File: config.mk
export PLATFORM = sky130hd
export DESIGN_NAME = fetch_unit
export DESIGN_NICKNAME = d
export VERILOG_FILES = /design/src/rtl/fetch_pkg.sv /design/src/rtl/sync_fifo.sv /design/src/rtl/fetch_unit.sv
export SDC_FILE = /design/constraint.sdc
export NUM_CORES = 1
export LEC_CHECK = 0
export CORE_UTILIZATION = 44
export DETAILED_ROUTE_END_ITERATION = 6
export GPL_ROUTABILITY_DRIVEN = 1
export PLACE_DENSITY = 0.67
export REMOVE_ABC_BUFFERS = 1
export SLEW_MARGIN = 5
export SYNTH_ARGS = -nofsm -noshare
export SYNTH_HDL_FRONTEND = slang
export SYNTH_HIERARCHICAL = 1
export SYNTH_SLANG_ARGS = --single-unit
File: constraint.sdc
create_clock -name clk -period 3.5 [get_ports clk]
set_input_delay 0.7 -clock clk [delete_from_list [all_inputs] [get_ports clk]]
set_output_delay 0.7 -clock clk [all_outputs]
set_load 0.02 [all_outputs]
File: src/rtl/fetch_pkg.sv
// ============================================================================
// Module      : fetch_pkg
// Description : Shared types and helpers for the decoupled instruction fetch.
// Revision    : 1.0
// ============================================================================
`default_nettype none

package fetch_pkg;

    localparam int C_FETCH_ADDR_W = 32;
    localparam int C_FETCH_INST_W = 32;

    // Default-width prefetch entry. The fetch unit derives a parameter-width
    // twin of this so that non-32-bit builds keep the same field layout.
    typedef struct packed {
        logic [C_FETCH_ADDR_W-1:0] pc;
        logic [C_FETCH_INST_W-1:0] inst;
    } fetch_entry_t;

    // The count must be able to represent values from 0 to depth inclusive.
    function automatic int cnt_width(input int depth);
        return $clog2(depth + 1);
    endfunction

endpackage

`default_nettype wire

File: src/rtl/sync_fifo.sv
// ============================================================================
// Module      : sync_fifo
// Description : Single-clock FIFO with push, pop, clear and occupancy count.
// Revision    : 1.0
// ============================================================================
`default_nettype none

module sync_fifo #(
    parameter int WIDTH = 8,
    parameter int DEPTH = 4,
    parameter int CNT_W = $clog2(DEPTH + 1)
) (
    input  logic             clk,
    input  logic             rst_n,
    input  logic             i_push,
    input  logic             i_pop,
    input  logic             i_clear,
    input  logic [WIDTH-1:0] i_data,
    output logic [WIDTH-1:0] o_data,
    output logic [CNT_W-1:0] o_count,
    output logic             o_full,
    output logic             o_empty
);

    localparam int PW = $clog2(DEPTH);

    logic [WIDTH-1:0] r_mem [DEPTH];
    logic [PW-1:0]    r_wr_ptr;
    logic [PW-1:0]    r_rd_ptr;
    logic [CNT_W-1:0] r_count;
    logic             w_wr;
    logic             w_rd;

    assign o_full  = (r_count == CNT_W'(DEPTH));
    assign o_empty = (r_count == '0);
    assign o_count = r_count;
    assign o_data  = r_mem[r_rd_ptr];

    assign w_wr = i_push && !o_full;
    assign w_rd = i_pop && !o_empty;

    always_ff @(posedge clk or negedge rst_n) begin
        if (!rst_n) begin
            r_wr_ptr <= '0;
            r_rd_ptr <= '0;
            r_count  <= '0;
        end else if (i_clear) begin
            r_wr_ptr <= '0;
            r_rd_ptr <= '0;
            r_count  <= '0;
        end else begin
            if (w_wr) r_wr_ptr <= r_wr_ptr + PW'(1);
            if (w_rd) r_rd_ptr <= r_rd_ptr + PW'(1);
            r_count <= r_count + CNT_W'(w_wr) - CNT_W'(w_rd);
        end
    end

    // Storage needs no reset: an entry is only visible once count covers it.
    always_ff @(posedge clk) begin
        if (w_wr && !i_clear) begin
            r_mem[r_wr_ptr] <= i_data;
        end
    end

    // The upstream credit scheme must never let a push reach a full FIFO.
    always_ff @(posedge clk) begin
        if (rst_n && !i_clear) begin
            assert (!(i_push && o_full));
        end
    end

endmodule

`default_nettype wire

File: src/rtl/fetch_unit.sv
// ============================================================================
// Module      : fetch_unit
// Description : Decoupled fetch: PC generator, credit-limited memory requests,
//               prefetch FIFO to decode. FETCH_BYPASS_EN adds rsp->out bypass.
// Revision    : 1.0
// ============================================================================
`default_nettype none

module fetch_unit
    import fetch_pkg::*;
#(
    parameter int                    ADDR_WIDTH = 32,
    parameter int                    INST_WIDTH = 32,
    parameter int                    DEPTH      = 4,
    parameter logic [ADDR_WIDTH-1:0] RESET_PC   = '0
) (
    input  logic                  clk,
    input  logic                  rst_n,
    output logic                  req_valid,
    input  logic                  req_ready,
    output logic [ADDR_WIDTH-1:0] req_addr,
    input  logic                  rsp_valid,
    input  logic [INST_WIDTH-1:0] rsp_data,
    input  logic                  redirect_valid,
    input  logic [ADDR_WIDTH-1:0] redirect_pc,
    output logic                  out_valid,
    input  logic                  out_ready,
    output logic [INST_WIDTH-1:0] out_inst,
    output logic [ADDR_WIDTH-1:0] out_pc,
    output logic [ADDR_WIDTH-1:0] out_next_pc
);

    localparam int                    CW        = cnt_width(DEPTH);
    localparam int                    SW        = CW + 1;
    localparam logic [ADDR_WIDTH-1:0] C_PC_STEP = ADDR_WIDTH'(4);

    typedef struct packed {
        logic [ADDR_WIDTH-1:0] pc;
        logic [INST_WIDTH-1:0] inst;
    } entry_t;

    logic                  r_run;
    logic [ADDR_WIDTH-1:0] r_fetch_pc;
    logic [ADDR_WIDTH-1:0] r_rsp_pc;
    logic [CW-1:0]         r_inflight;
    logic [CW-1:0]         r_drop;
    logic [CW-1:0]         w_inflight_next;
    logic [CW-1:0]         w_count;
    logic                  w_full;
    logic                  w_empty;
    logic                  w_credit_ok;
    logic                  w_issue;
    logic                  w_rsp_keep;
    logic                  w_rsp_drop;
    logic                  w_push;
    logic                  w_pop;
    entry_t                w_push_entry;
    entry_t                w_head;

    // Outstanding requests plus buffered entries may never exceed DEPTH, so
    // every response is guaranteed a FIFO slot.
    assign w_credit_ok = (SW'(r_inflight) + SW'(w_count)) < SW'(DEPTH);
    assign req_valid   = r_run && !redirect_valid && w_credit_ok;
    assign req_addr    = r_fetch_pc;
    assign w_issue     = req_valid && req_ready;

    assign w_rsp_drop  = rsp_valid && (r_drop != '0);
    assign w_rsp_keep  = rsp_valid && (r_drop == '0) && !redirect_valid;

    assign w_inflight_next = r_inflight + CW'(w_issue) - CW'(rsp_valid);

    assign w_push_entry.pc   = r_rsp_pc;
    assign w_push_entry.inst = rsp_data;

    assign w_pop = !w_empty && out_ready && !redirect_valid;

`ifdef FETCH_BYPASS_EN
    logic w_bypass;

    assign w_bypass  = w_empty && w_rsp_keep;
    assign out_valid = !w_empty || w_bypass;
    assign out_inst  = w_empty ? rsp_data : w_head.inst;
    assign out_pc    = w_empty ? r_rsp_pc : w_head.pc;
    assign w_push    = w_rsp_keep && !(w_bypass && out_ready);
`else
    assign out_valid = !w_empty;
    assign out_inst  = w_head.inst;
    assign out_pc    = w_head.pc;
    assign w_push    = w_rsp_keep;
`endif

    assign out_next_pc = out_pc + C_PC_STEP;

    always_ff @(posedge clk or negedge rst_n) begin
        if (!rst_n) begin
            r_run      <= 1'b0;
            r_fetch_pc <= RESET_PC;
            r_rsp_pc   <= RESET_PC;
            r_inflight <= '0;
            r_drop     <= '0;
        end else begin
            r_run      <= 1'b1;
            r_inflight <= w_inflight_next;
            if (redirect_valid) begin
                // Everything still outstanding belongs to the old path.
                r_fetch_pc <= redirect_pc;
                r_rsp_pc   <= redirect_pc;
                r_drop     <= w_inflight_next;
            end else begin
                if (w_issue)    r_fetch_pc <= r_fetch_pc + C_PC_STEP;
                if (w_rsp_keep) r_rsp_pc   <= r_rsp_pc + C_PC_STEP;
                if (w_rsp_drop) r_drop     <= r_drop - CW'(1);
            end
        end
    end

    sync_fifo #(
        .WIDTH ($bits(entry_t)),
        .DEPTH (DEPTH),
        .CNT_W (CW)
    ) u_fifo (
        .clk     (clk),
        .rst_n   (rst_n),
        .i_push  (w_push),
        .i_pop   (w_pop),
        .i_clear (redirect_valid),
        .i_data  (w_push_entry),
        .o_data  (w_head),
        .o_count (w_count),
        .o_full  (w_full),
        .o_empty (w_empty)
    );

    logic w_unused;
    assign w_unused = w_full;

endmodule

`default_nettype wire

* After elaboration in Yosys (flattened, before gate mapping) *
Memories as Yosys holds them, arrays and structs flattened.
Cells that the tools add are included.

storage, ports and cells
  register bits = 78
  memory bits (writable) = 256
  input bits = 70
  output and inout port bits = 130
  word-level logic and storage cells = 57
  memories = 1

memories
  memory        words  bits a word  read ports  clocked after Yosys merged registers in  wr ports  line             text
  u_fifo.r_mem  4      64           1           0                                        1         sync_fifo.sv:27  logic [WIDTH-1:0] r_mem [DEPTH];

operators by class
  add/sub/neg operators = 11
  magnitude comparators = 1
  eq/ne operators = 1
  muxes and demuxes = 13
  reduce and logical (&&, ||, !) cells = 22

operators by type and width
  kind                                                        number
  2-to-1 mux 32 bit                                           4
  adder 32 x 3 -> 32 bit, second input constant               3
  logical AND 1 bit                                           11
  nonzero test 2 bit                                          5
  2-to-1 mux 3 bit                                            3
  2-to-1 mux 2 bit                                            4
  adder 3 x 1 -> 3 bit                                        2
  zero test 3 bit                                             2
  subtractor 3 x 1 -> 3 bit                                   2
  adder 2 x 1 -> 2 bit, second input constant                 2
  adder 3 x 3 -> 4 bit                                        1
  less-than comparator 4 x 3 -> 1 bit, second input constant  1
  == test 3 bit, second input constant                        1
  zero test 1 bit                                             3
  nonzero test 3 bit                                          1
  subtractor 3 x 1 -> 3 bit, second input constant            1
  2-to-1 mux 1 bit                                            2

* Longest topological paths before layout *
  word-level depth = 7
  depth in mapped cells = 14
  mapped depth without buffers = 14

* Cells and area by module *
The synthesis kept the hierarchy.

by module, submodules not included
  module      instances  cells an instance  area an instance (um^2)  sequential area each (um^2)
  sync_fifo   1          382                9678.0                   7862.5
  fetch_unit  1          494                4385.5                   1776.7

* Worst setup path before layout *
Ideal clock, no wire load.

  kind = input -> register
  start point = input redirect_valid
  end point = memory u_fifo/r_mem[1][0] (netlist bit) (enable)
  data arrival time = 3.061 ns
  setup slack = 0.010 ns
  stages on the path = 6
  path through = clkbuf_1 > clkbuf_1 > nor2_1 > inv_1 > nor3_1 > and2_1

between the ends
  cells in the longest elaborated chain, start to end = 6

RTL lines
  element                                 line              text
  start: declaration                      fetch_unit.sv:24  input logic redirect_valid,
  zero test 1 bit                         fetch_unit.sv:68  assign w_rsp_keep = rsp_valid && (r_drop == '0) && !redirect_valid;
  logical AND 1 bit                       fetch_unit.sv:68
  net w_push                              fetch_unit.sv:55  logic w_push;
  logical AND 1 bit                       sync_fifo.sv:39   assign w_wr = i_push && !o_full;
  logical AND 1 bit                       sync_fifo.sv:60   if (w_wr && !i_clear) begin
  2-to-1 mux 1 bit                        sync_fifo.sv:60
  2-to-1 mux 1 bit (not written as such)  sync_fifo.sv:61   r_mem[r_wr_ptr] <= i_data;
  end: declaration                        sync_fifo.sv:27

The timed path passes the listed nets, and every way through them passes these cells.

* Worst setup path in the final report *
  start point = register u_fifo.r_rd_ptr[0]
  end point = output out_next_pc[28]

between the ends
  cells in the longest elaborated chain, start to end = 2

RTL lines
  element                   line              text
  start: declaration        sync_fifo.sv:29   logic [PW-1:0] r_rd_ptr;
  start signal: assignment  sync_fifo.sv:53   if (w_rd) r_rd_ptr <= r_rd_ptr + PW'(1);
  memory (4 x 64 bit)       -
  adder 32 x 3 -> 32 bit    fetch_unit.sv:92  assign out_next_pc = out_pc + C_PC_STEP;
  end: declaration          fetch_unit.sv:30  output logic [ADDR_WIDTH-1:0] out_next_pc

Every way passes these cells.

==> results.toml <==
[synth]
syn_inst = 876
synth_cell_types = 55
ys_warn_count = 6
synthesis.area_um2 = 14100
ys_seq_elements = 334
ys.flop_type = "edfxtp_1"
synth_area_per_cell_um2 = 16.1
synth_edf_count = 256
synth_seq_area_share = 0.685
async_flop_share = 0.234

[sta]
hold_viol = 0
slew_viol_final = 0
finalSetupTns_ns = 0
fin_worst_skew_ns = 0.0164
finalCriticalPeriod_ns = 3.46
worstMarginPinSlew_ns = 1.01
final.period_utilization = 0.987
fmax_mhz = 289
timing.slew.headroom = 0.324
fin_ws_ns = 0.0447
whs_ns = 0.362
setup_viol = 0
rsz0062_at_grt = "true"

[drt]
via_per_inst = 5.53
wirelength_um = 31100
ant_nets = 0
vias = 8720
drc = 0
dr.first_iter.drc_count = 594
wl_per_cell_um = 19.8
first_pass_iters = 5

[run_status]
status = "complete, no violations"

[power]
ir_drop_mv = 0.256
p_leak_nw = 6.44
power.density_nw_per_um2 = 491
finalPower_mw = 8.92

[grt]
track_usage = 0.194
gr-usage-met2 = 0.310
antenna_found_initial = 0
grt-ovfl-total = 0
grt_pass1_wl_um = 49500
grt_max_degree = 79
grt_pass1_vias = 8788
globalRouteMet1Util = 0.281
met3_usage = 0.0312
grt.busiest_layer = "met2"

[clocking]
h-tree-depth = 2
clockRootBuffer = "clkbuf_16"
cts_hold_buf = 0
clkTransAtPathRegs_ns = 0.06
clkLatencyLatePin_ns = 0.50
numCtsBuffers = 35
clockBufferDepth = 3
tritoncts = "done"
clock_sinks = 334

[finish]
diodes = 0
final_util = 0.577
drive_above_1_share = 0.208
fin_cells = 1577
fin_area_um2 = 18100
fillers = 2448
nNetsFinal = 1240
area_growth_pct = 29.0

[worst_setup_path]
r2r_slack_ns = 0.79
crit_arrival_ns = 2.76
critPathRequiredTime_ns = 2.80
path_max_fanout = 9
crit_path_end_kind = "output port"
start_kind = "register"
setup.worst_path.class = "reg2out"

[floorplan]
die_x_um = 181
num_rows = 65
ios = 200
die_h_um = 181
floorplan.initialDensity = 0.447
die-area_um2 = 32700
fp.coreArea_um2 = 31500

[placement]
pre_cts_slack_ns = -0.112
port_buffers = 199
routabilityCongestion = 0.857
post-dp-hpwl_um = 20900
dp_cells = 1504
placed_area_um2 = 17000

[min_path]
hold_path.class = "in2async"

[run]
cap_violations = 0
sequential cells by signal, indices dropped and copies added, names as in the netlist, 2 cells and up:
| name | count |
|---|---|
| r_rsp_pc | 32 |
| req_addr | 32 |
| r_drop | 3 |
| u_fifo/r_mem | 256 |
| r_inflight | 3 |
| u_fifo/o_count | 3 |
| u_fifo/r_wr_ptr | 2 |
| u_fifo/r_rd_ptr | 2 |
cell type report:
class | instances | area (µm²) | share of cell area
multi-input cells | 479 | 4240 | 0.233
flip-flops and latches | 334 | 9640 | 0.532
inverters | 28 | 105 | 0.00579
well taps | 402 | 503 | 0.0277
repair buffers | 275 | 2640 | 0.146
clock inverters | 19 | 119 | 0.00655
clock buffers | 40 | 895 | 0.0493
report_power, final:
group	total [mW]	switching (mW)	internal, mW
clock network	3.31	1.41	1.90
logic	0.957	0.501	0.456
registers	4.65	0.186	4.46
path summary, 6_finish.rpt:
| path | startpoint | end | depth (start not counted) |
|---|---|---|---|
| setup / recovery | u_fifo/r_rd_ptr[0] | out_next_pc[28] | 10 |
| hold / removal | rst_n | req_addr[24] | 1 |
| setup reg to reg | u_fifo/o_count[2] | r_drop[2] | 12 |
| hold reg to reg | r_rsp_pc[1] | u_fifo/r_mem[1][33] | 0 |
| max in group asynchronous | rst_n | u_fifo/r_rd_ptr[0] | 1 |
| min in group clk | r_rsp_pc[1] | u_fifo/r_mem[1][33] | 0 |
critical path, cell delays in order, from the launching register on:
cell,delay [ns]
dfrtp_4,0.53
buf_12,0.15
buf_12,0.13
mux4_2,0.34
and3_4,0.19
and3_4,0.18
nand4_1,0.09
buf_6,0.17
nor3_4,0.13
xor2_1,0.17
buf_4,0.17
cell families (layout without fill, tap and decap cells):
logic type,count (synthesis),in the layout,synth area share
flops,334,334,0.685
simple gates,233,233,0.0885
compound gates,93,93,0.0411
mux,68,68,0.106
xor+xnor,67,67,0.0417
buf+inv,63,362,0.0213
fa+ha+maj,17,17,0.0162
other cells,1,1,0.000267
synthesized netlist by cell type, drive strengths merged (3+ instances only):
library cell | number | area share
a21oi | 11 | 0.0039
nand2 | 66 | 0.018
and4 | 5 | 0.0032
and3 | 14 | 0.0062
o211ai | 14 | 0.0075
a31oi | 6 | 0.0027
nand2b | 3 | 0.0013
xnor2 | 23 | 0.014
and2 | 6 | 0.0027
or3 | 3 | 0.0013
o21ai | 42 | 0.015
mux4 | 64 | 0.10
xor2 | 44 | 0.027
ha | 15 | 0.013
clkbuf | 11 | 0.0029
inv | 28 | 0.0075
nor3 | 15 | 0.0065
or4 | 6 | 0.0032
edfxtp | 256 | 0.55
nand3 | 43 | 0.015
nand4 | 33 | 0.016
nor2 | 29 | 0.0079
o311ai | 13 | 0.0081
buf | 24 | 0.011
dfrtp | 78 | 0.14
timing repair:
action / in CTS / in global routing
buffers inserted: 5 / 9
pin swaps: 4 / 16
gates resized for setup: 94 / 38
endpoints found under the setup margin: 53 / 47
layer usage:
metal,wire (µm),share of wire,vias up
li1,-,-,3970
met1,14100,0.45,4406
met2,14600,0.47,297
met3,1880,0.060,47
met4,575,0.018,0
met5,0,0,-
placed cells by master, fill, tap and decap left out, types with 11 or more instances in the layout:
cell and instances:
xnor2_1 23, o311ai_0 13, nand3_1 43, nand4_1 32, xor2_1 44, a21oi_1 11
dfrtp_1 76, nand2_1 65, ha_1 15, and3_1 11, nor2_1 26, o21ai_0 39
mux4_2 64, buf_12 11, buf_4 75, clkbuf_16 35, edfxtp_1 256, inv_1 26
clkdlybuf4s50_1 171, o211ai_1 14
No activity file was read; power rests on OpenSTA's default activity.
